File: src/rtl/rdx2_fft_seq.sv
// Radix-2 DIF FFT sequencer: walks every stage/butterfly of an N = 2^b_fftp
// transform, issues the twiddle angle immediately and delays the butterfly
// addresses, stage number and flags by the twiddle generator latency.
module rdx2_fft_seq #(
  parameter int b_fftp    = 12,
  parameter int TWD_LAT   = 3,
  parameter int STAGE_GAP = 2,
  parameter int b_stg     = 4
) (
  input  logic              Clock,
  input  logic              Reset,
  input  logic              ClockEn,
  input  logic              Start,
  output logic              Busy,
  output logic              Done,
  output logic [b_fftp-2:0] Theta,
  output logic [b_fftp-1:0] AddrA,
  output logic [b_fftp-1:0] AddrB,
  output logic [b_stg-1:0]  Stage,
  output logic              AddrValid,
  output logic              LastBfly
);

  localparam int CW = 16;

  typedef enum logic [2:0] {IDLE, RUN, GAP, DRAIN, FIN} state_t;

  state_t            state, state_nxt;
  logic [b_stg-1:0]  s, s_nxt;
  logic [b_fftp-2:0] k, k_nxt;
  logic [CW-1:0]     cnt, cnt_nxt;

  logic              issue, last_k, last_s;
  logic [b_stg-1:0]  sh;
  logic [b_fftp-1:0] span, jv, gv, addr_a, addr_b;
  logic [b_fftp-2:0] theta_i;

  // Delay line for the address-side outputs; slot TWD_LAT-1 drives the ports.
  logic [b_fftp-1:0] pa [TWD_LAT];
  logic [b_fftp-1:0] pb [TWD_LAT];
  logic [b_stg-1:0]  ps [TWD_LAT];
  logic              pv [TWD_LAT];
  logic              pl [TWD_LAT];

  assign issue  = (state == RUN);
  assign last_k = &k;
  assign last_s = (s == b_stg'(b_fftp - 1));

  assign Busy      = (state != IDLE);
  assign Done      = (state == FIN);
  assign Theta     = issue ? theta_i : '0;
  assign AddrA     = pa[TWD_LAT-1];
  assign AddrB     = pb[TWD_LAT-1];
  assign Stage     = ps[TWD_LAT-1];
  assign AddrValid = pv[TWD_LAT-1];
  assign LastBfly  = pl[TWD_LAT-1];

  // Butterfly address and twiddle index for (s, k).
  // span is a power of two, so j = k mod span is a mask and AddrB = AddrA | span.
  always_comb begin
    sh      = b_stg'(b_fftp - 1) - s;
    span    = b_fftp'(1) << sh;
    jv      = {1'b0, k} & (span - b_fftp'(1));
    gv      = {1'b0, k} >> sh;
    addr_a  = (gv << (sh + b_stg'(1))) | jv;
    addr_b  = addr_a | span;
    theta_i = (b_fftp-1)'(jv << s);
  end

  // FSM state and stage/butterfly/idle counters.
  always_ff @(posedge Clock or posedge Reset) begin
    if (Reset) begin
      state <= IDLE;
      s     <= '0;
      k     <= '0;
      cnt   <= '0;
    end else if (ClockEn) begin
      state <= state_nxt;
      s     <= s_nxt;
      k     <= k_nxt;
      cnt   <= cnt_nxt;
    end
  end

  // Next-state logic: walk k within a stage, then gap or drain.
  always_comb begin
    state_nxt = state;
    s_nxt     = s;
    k_nxt     = k;
    cnt_nxt   = cnt;
    case (state)
      IDLE: begin
        if (Start) begin
          state_nxt = RUN;
          s_nxt     = '0;
          k_nxt     = '0;
        end
      end
      RUN: begin
        k_nxt = k + (b_fftp-1)'(1);
        if (last_k) begin
          cnt_nxt = '0;
          if (last_s)              state_nxt = DRAIN;
          else if (STAGE_GAP == 0) s_nxt     = s + b_stg'(1);
          else                     state_nxt = GAP;
        end
      end
      GAP: begin
        cnt_nxt = cnt + CW'(1);
        if (cnt == CW'(STAGE_GAP - 1)) begin
          state_nxt = RUN;
          s_nxt     = s + b_stg'(1);
          k_nxt     = '0;
          cnt_nxt   = '0;
        end
      end
      DRAIN: begin
        cnt_nxt = cnt + CW'(1);
        if (cnt == CW'(TWD_LAT - 1)) begin
          state_nxt = FIN;
          cnt_nxt   = '0;
        end
      end
      FIN:     state_nxt = IDLE;
      default: state_nxt = IDLE;
    endcase
  end

  // Delay line; address fields only advance with a valid entry so the
  // outputs hold their last valid value through bubbles.
  always_ff @(posedge Clock or posedge Reset) begin
    if (Reset) begin
      for (int unsigned i = 0; i < unsigned'(TWD_LAT); i++) begin
        pa[i] <= '0;
        pb[i] <= '0;
        ps[i] <= '0;
        pv[i] <= 1'b0;
        pl[i] <= 1'b0;
      end
    end else if (ClockEn) begin
      pv[0] <= issue;
      pl[0] <= issue & last_k;
      if (issue) begin
        pa[0] <= addr_a;
        pb[0] <= addr_b;
        ps[0] <= s;
      end
      for (int unsigned i = 1; i < unsigned'(TWD_LAT); i++) begin
        pv[i] <= pv[i-1];
        pl[i] <= pl[i-1];
        if (pv[i-1]) begin
          pa[i] <= pa[i-1];
          pb[i] <= pb[i-1];
          ps[i] <= ps[i-1];
        end
      end
    end
  end

endmodule

File: config.mk
export PLATFORM = sky130hd
export DESIGN_NAME = rdx2_fft_seq
export DESIGN_NICKNAME = d
export VERILOG_FILES = /design/src/rtl/rdx2_fft_seq.sv
export SDC_FILE = /design/constraint.sdc
export NUM_CORES = 1
export LEC_CHECK = 0
export CORE_MARGIN = 2
export CORE_UTILIZATION = 40
export DETAILED_ROUTE_END_ITERATION = 6
export PLACE_DENSITY = 0.6
export SLEW_MARGIN = 30
export SYNTH_ARGS = -nofsm -noshare
export SYNTH_HDL_FRONTEND = slang
export SYNTH_SLANG_ARGS = --single-unit
File: constraint.sdc
create_clock -name Clock -period 4.7 [get_ports Clock]
set_input_delay 0.94 -clock Clock [delete_from_list [all_inputs] [get_ports Clock]]
set_output_delay 0.94 -clock Clock [all_outputs]
set_load 0.1 [all_outputs]
==> results of run 1 <==
[cells in the final DEF, fill, tap and decap left out, types with 9 or more instances in the layout]
cell type / n
inv_1: 14
nor2b_1: 11
nand2_1: 76
nand2b_1: 14
nor4_1: 9
mux2_2: 68
nand3_1: 18
buf_12: 12
a21oi_1: 32
a31oi_1: 17
xnor2_1: 13
o21ai_0: 58
mux2i_1: 13
clkbuf_16: 17
nor2_1: 63
dfrtp_1: 124
nand4_1: 13
o211ai_1: 10
buf_4: 16
clkdlybuf4s50_1: 35
nor3_1: 12
ha_1: 14
[logic make-up after synthesis]
family                   count (synthesis)
XOR/XNOR                                14
flip-flops                             124
adder cells (fa/ha/maj)                 15
multiplexers                            86
AO/OA/AOI/OAI                          183
buffers and inverters                  103
AND/OR/NAND/NOR                        276
[through the flow]
stage	hold slack, ps	total power, mW	util	instances
finish	477.7	6.117	0.4724	1044
global route	504.4	6.451	0.4724	1044
CTS	484.2	6.153	0.4724	1044
detailed placement	471.0	4.717	0.4385	1012
global placement	459.5	4.692	0.4381	1012
floorplan	442.4	4.147	-	801
[flip-flops by register name, indices dropped and copies added (netlist names), 8 cells and up]
signal  count
AddrA      12
pb         24
ps          8
k          11
cnt        16
AddrB      12
pa         24
[report_power, final]
| part | switching (mW) | internal (mW) | total, mW |
|---|---|---|---|
| clock network | 0.538 | 0.877 | 1.41 |
| registers | 0.291 | 1.45 | 1.74 |
| logic | 2.04 | 0.918 | 2.96 |
[metal layers]
metal	global-route usage	wire, um
met3	0.04320	1033
met4	0.07105	435
met5	0	0
met1	0.2974	9320
met2	0.3232	8946
[cell usage after synthesis (15+ instances only)]
library cell    n
a21oi_1        32
a31oi_1        19
buf_4          31
clkbuf_1       38
dfrtp_1       124
ha_1           15
inv_1          16
mux2_2         68
nand2_1        76
nand2b_1       15
nand3_1        18
nor2_1         68
o21ai_0        58
[worst paths after layout]
path                              to  slack, ps  cells after the start
max in group asynchronous     pb[12]       3160                      3
hold / removal                ps[10]        480                      2
hold reg to reg               ps[10]        480                      2
min in group asynchronous      pl[1]       1050                      3
setup / recovery           Theta[10]        310                     10
setup reg to reg              pa[34]       1490                      9
[final cells by class]
| class | instances | area [um2] |
|---|---|---|
| Inverter | 17 | 66.31 |
| Multi-Input combinational cell | 574 | 3974 |
| Sequential cell | 124 | 3103 |
| Clock buffer | 19 | 452.9 |
| Timing Repair Buffer | 63 | 710.7 |
| Clock inverter | 13 | 177.7 |
| Tap cell | 234 | 292.8 |
| Fill cell | 1762 | 9803 |
[worst register-to-register path, delay by kind of cell (launching register included)]
family	cells	cell delay, ps
DFF	1	380
AOI/OAI and AO/OA	3	730
buffers and inverters	2	480
and+or+nand+nor	3	1100
adders and majority gates	1	440
==> flow_summary.ini, run 1 <==
[placed_design]
post-place-ws_ps = 781.9
io_buffers = 46
place_area_um2 = 8147
hpwl_um = 13700
place.gp.congestion = 0.9334

[run_status]
outcome = finished, final reports clean

[critical_path]
crit_path_frequent_cell = ha_1
cp-start-kind = flip-flop
cp_cell_sequence = clkinv_1 > ha_1 > ha_1 > or3_1 > o31ai_1 > o21ai_0 > mux4_2 > o32ai_1 > a31o_2 > buf_12
cp_data_required_time_ps = 3760
critPathLaunch = s[0]
path_max_fanout = 7
cpLargestDelayFamily = compound AO/OA/AOI/OAI gates
slowest_stage = mux4_2
critPathKind = reg -> out
path_buf_inv = 2
crit_arrival_ps = 3450
rr_startpoint = s[2]
crit_path_max_incr_delay_ps = 520
critPathCaptureType = output port

[synth]
synth_mux_area_frac = 0.1331
synth_top_area_cell = dfrtp_1
syn-num-nets = 820
synth-compound-area-share = 0.1567
syn_area_um2 = 7546
syn_avg_cell_area_um2 = 9.421
synth_top_family_by_area = simple AND/OR/NAND/NOR gates
yosysSeqAreaShare = 0.4112
synth_flop_cell = dfrtp_1
yosysTopAreaCellShare = 0.4112
synth_area_leaders = dfrtp_1 41%, mux2_2 10%, o21ai_0 3.8%
yosys.area_share.xor_xnor = 0.01625
yosysWarningCount = 0
synth_edf_count = 0
synth-seq-cells = 124
synth-adder-area-share = 0.02487
postSynthCellCount = 801
synth_cell_types = 73
synth-async-reset-ratio = 1.000
synth-simple-area-share = 0.1852

[cells_and_area]
diodes = 0
fin_nets = 816
area_growth_pct = 16.32
postLayoutCellArea_um2 = 8777
drive_gt1_frac = 0.2049

[cts]
cts_buffers = 17
cts_max_level = 4
clkTransAtPathRegs_ps = 60
cts_resized = 0
cts_sinks = 124
clk_latency_ps = 430
post_cts_buffers = 0
tritoncts = yes
ctsLongestPathBuffers = 2
holdBufCountCts = 0
clockRootBuffer = clkbuf_16

[floorplan]
coreArea_um2 = 18580
ioPinCount = 47
die_y_um = 141.4
die-width_um = 141.4
start_util = 0.4061
core.rowCount = 50
dieArea_um2 = 19980

[sta]
fin_ws_ps = 308.0
slew_violations = 0
maxSlewHeadroom = 0.3354
setup_violations = 0
fin_setup_tns_ps = 0
skew_ps = 11.07
post-route-min-period_ps = 4392
finalHoldViolCount = 0
rsz0062_at_grt = no
finalCritPeriodShare = 0.9345
timing.fmax_mhz = 227.7
worstMarginPinSlew_ps = 993.7

[global_route]
grt_pass1_wl_um = 32870
grt_usage = 0.2104
overflow = 0
antenna_found_initial = 0
grt_pass1_vias = 5861
grt_max_degree = 125

[pwr]
ir_drop_mv = 0.4147
p_leak_nw = 3.482
power.density_nw_per_um2 = 696.9

[route]
ant_nets = 0
wire_per_inst_um = 18.91
drt-initial-drc-count = 499
viasPerCell = 5.759
route.detailed.drc = 0
wl_um = 19740
routed-via-count = 6012
drt_pre_antenna_iters = 6

[run]
maxCapViolCount = 0

[hold_path]
min_path_type = reg -> reg
min-delay-start = ps[10]
No activity file was read; power rests on OpenSTA's default activity.
==> run 2: changes to the inputs <==
CORE_UTILIZATION = 54   (was 40)
PLACE_DENSITY = 0.77   (was 0.6)
RECOVER_POWER = 50   (was not set)
==> run 2 against run 1 <==
The flow now finishes with violations (design-rule violations, max-capacitance violations, max-slew violations). Power down 0.19%. Non-clock buffer count down 3. Critical endpoint is now Theta[6]. Largest cell class unchanged. Final cell count down 5.6%. Count of clock-buffer cells in the layout up 1.
==> flow_summary.ini, run 2 (synthesis gave the netlist of run 1 again) <==
[run]
maxCapViolCount = 1

[global_route]
grt_max_degree = 50
grt_usage = 0.2736
antenna_found_initial = 0
grt_pass1_vias = 5961
overflow = 0
grt_pass1_wl_um = 31620

[cells_and_area]
diodes = 0
reg_top3 = pa (24), pb (24), cnt (16)
fin_nets = 813
stdcell_count = 986
area_growth_pct = 14.61
layout_common_cells = 124 x dfrtp_1, 76 x nand2_1, 68 x mux2_2, 63 x nor2_1, 58 x o21ai_0
drive_gt1_frac = 0.2010
layout_commonest_cell = dfrtp_1
n_fill_cell = 1137
postLayoutCellArea_um2 = 8648

[critical_path]
r2r_cells = 7
cp_cell_sequence = clkinv_1 > buf_4 > ha_1 > nand2_1 > ha_1 > a31oi_1 > o21ai_1 > mux4_2 > mux2_2 > nor2_4 > buf_12
crit_path_frequent_cell = ha_1
crit_arrival_ps = 3530
slowest_stage = mux4_2
critPathCaptureType = output port
cp_data_required_time_ps = 3760
critPathKind = reg -> out
cp-start-kind = flip-flop
path_max_fanout = 25
crit_path_max_incr_delay_ps = 530

[floorplan]
dieArea_um2 = 14940
coreArea_um2 = 13770
die-width_um = 122.2
core.rowCount = 43
ioPinCount = 47
start_util = 0.5479
die_y_um = 122.2

[run_status]
outcome = finished, violations left
violations = design-rule violations, max-capacitance violations, max-slew violations

[sta]
finalCritPeriodShare = 0.9514
skew_ps = 14.86
post-route-min-period_ps = 4472
rsz0062_at_grt = no
slew_violations = 50
fin_ws_ps = 228.3
finalHoldViolCount = 0
setup_violations = 0
maxSlewHeadroom = -0.3537
timing.fmax_mhz = 223.6
fin_setup_tns_ps = 0
worstMarginPinSlew_ps = 2019

[placed_design]
dp_cells = 955
io_buffers = 46
post-place-ws_ps = 747.0
place.gp.congestion = 1.000
hpwl_um = 13510
place_area_um2 = 8030

[cts]
cts_max_level = 4
ctsLongestPathBuffers = 2
clk_latency_ps = 430
tritoncts = yes
clkTransAtPathRegs_ps = 70
cts_buffers = 17
holdBufCountCts = 0
post_cts_buffers = 0
cts_sinks = 124
clockRootBuffer = clkbuf_16
cts_resized = 0

[pwr]
comb_power_share = 0.489
ir_drop_mv = 0.5436
p_seq_frac = 0.286
p_int_mw = 3.244
power.density_nw_per_um2 = 706.0
p_sw_frac = 0.4687
power_switching_mw = 2.862
p_leak_nw = 3.445
clkPwrFrac = 0.225

[route]
wire_per_inst_um = 19.83
viasPerCell = 6.360
routed-via-count = 6271
ant_nets = 0
drt_pre_antenna_iters = 7
drt-initial-drc-count = 718
wl_um = 19550
route.detailed.drc = 3

[hold_path]
min_path_type = reg -> reg
min_path_cells = 1
==> run 2: cell types whose count changed in the layout (fill, tap and decap cells not counted), sizes merged <==
cell,delta
clkbuf,+3
buf,-5
dlygate4sd3,+2
clkdlybuf4s50,-2
clkinv,-1
clkinvlp,+3
inv,-4
==> run 2: per-layer routing <==
metal | vias to the layer above | part of all wire | track usage
met1 | 3037 | 0.41 | 0.3702
met4 | 0 | 0.022 | 0.07759
li1 | 2858 | - | -
met3 | 54 | 0.086 | 0.07342
met2 | 322 | 0.48 | 0.4347
met5 | - | 0 | 0
==> run 2: final cells by class <==
cell class                      count  area, um2  area share
Sequential cell                   124       3103      0.3588
Clock inverter                     11      156.4     0.01808
Tap cell                          180      225.2     0.02604
Multi-Input combinational cell    574       3974      0.4595
Timing Repair Buffer               60      658.1     0.07610
Inverter                           17      65.06    0.007523
Clock buffer                       20      466.7     0.05396
==> run 2: power groups by stage <==
stage / clock network [mW] / registers, mW / logic (mW)
floorplan: 0 / 1.65 / 2.50
global placement: 0 / 1.73 / 2.90
detailed placement: 0 / 1.76 / 2.94
CTS: 1.40 / 1.75 / 2.96
global route: 1.45 / 1.80 / 3.15
finish: 1.38 / 1.74 / 2.98
==> run 2: worst max-delay path, delay by kind of cell, from the launching register on <==
| kind | cells | cell delay (ps) |
|---|---|---|
| AND/OR/NAND/NOR | 2 | 260 |
| flip-flops | 1 | 410 |
| AO/OA/AOI/OAI | 2 | 360 |
| multiplexers | 2 | 830 |
| adder cells (fa/ha/maj) | 2 | 670 |
| buffers and inverters | 3 | 560 |
==> run 2: per-stage QoR <==
stage | total power, mW | hold WS [ps] | utilization
final | 6.105 | 496.6 | 0.6279
after global routing | 6.390 | 514.2 | 0.6279
after CTS | 6.106 | 498.6 | 0.6283
after detailed placement | 4.699 | 475.1 | 0.5830
after global placement | 4.626 | 466.6 | 0.5827
after floorplan | 4.147 | 442.4 | -
==> run 2: path summary, 6_finish.rpt <==
path                        start        to  slack (ps)
setup / recovery             s[0]  Theta[6]         230
hold / removal             pa[20]  AddrA[8]         500
setup reg to reg             s[0]    pb[27]        1780
hold reg to reg            pa[20]  AddrA[8]         500
max in group asynchronous   Reset      k[2]        1460
min in group asynchronous   Reset  Stage[3]        1490
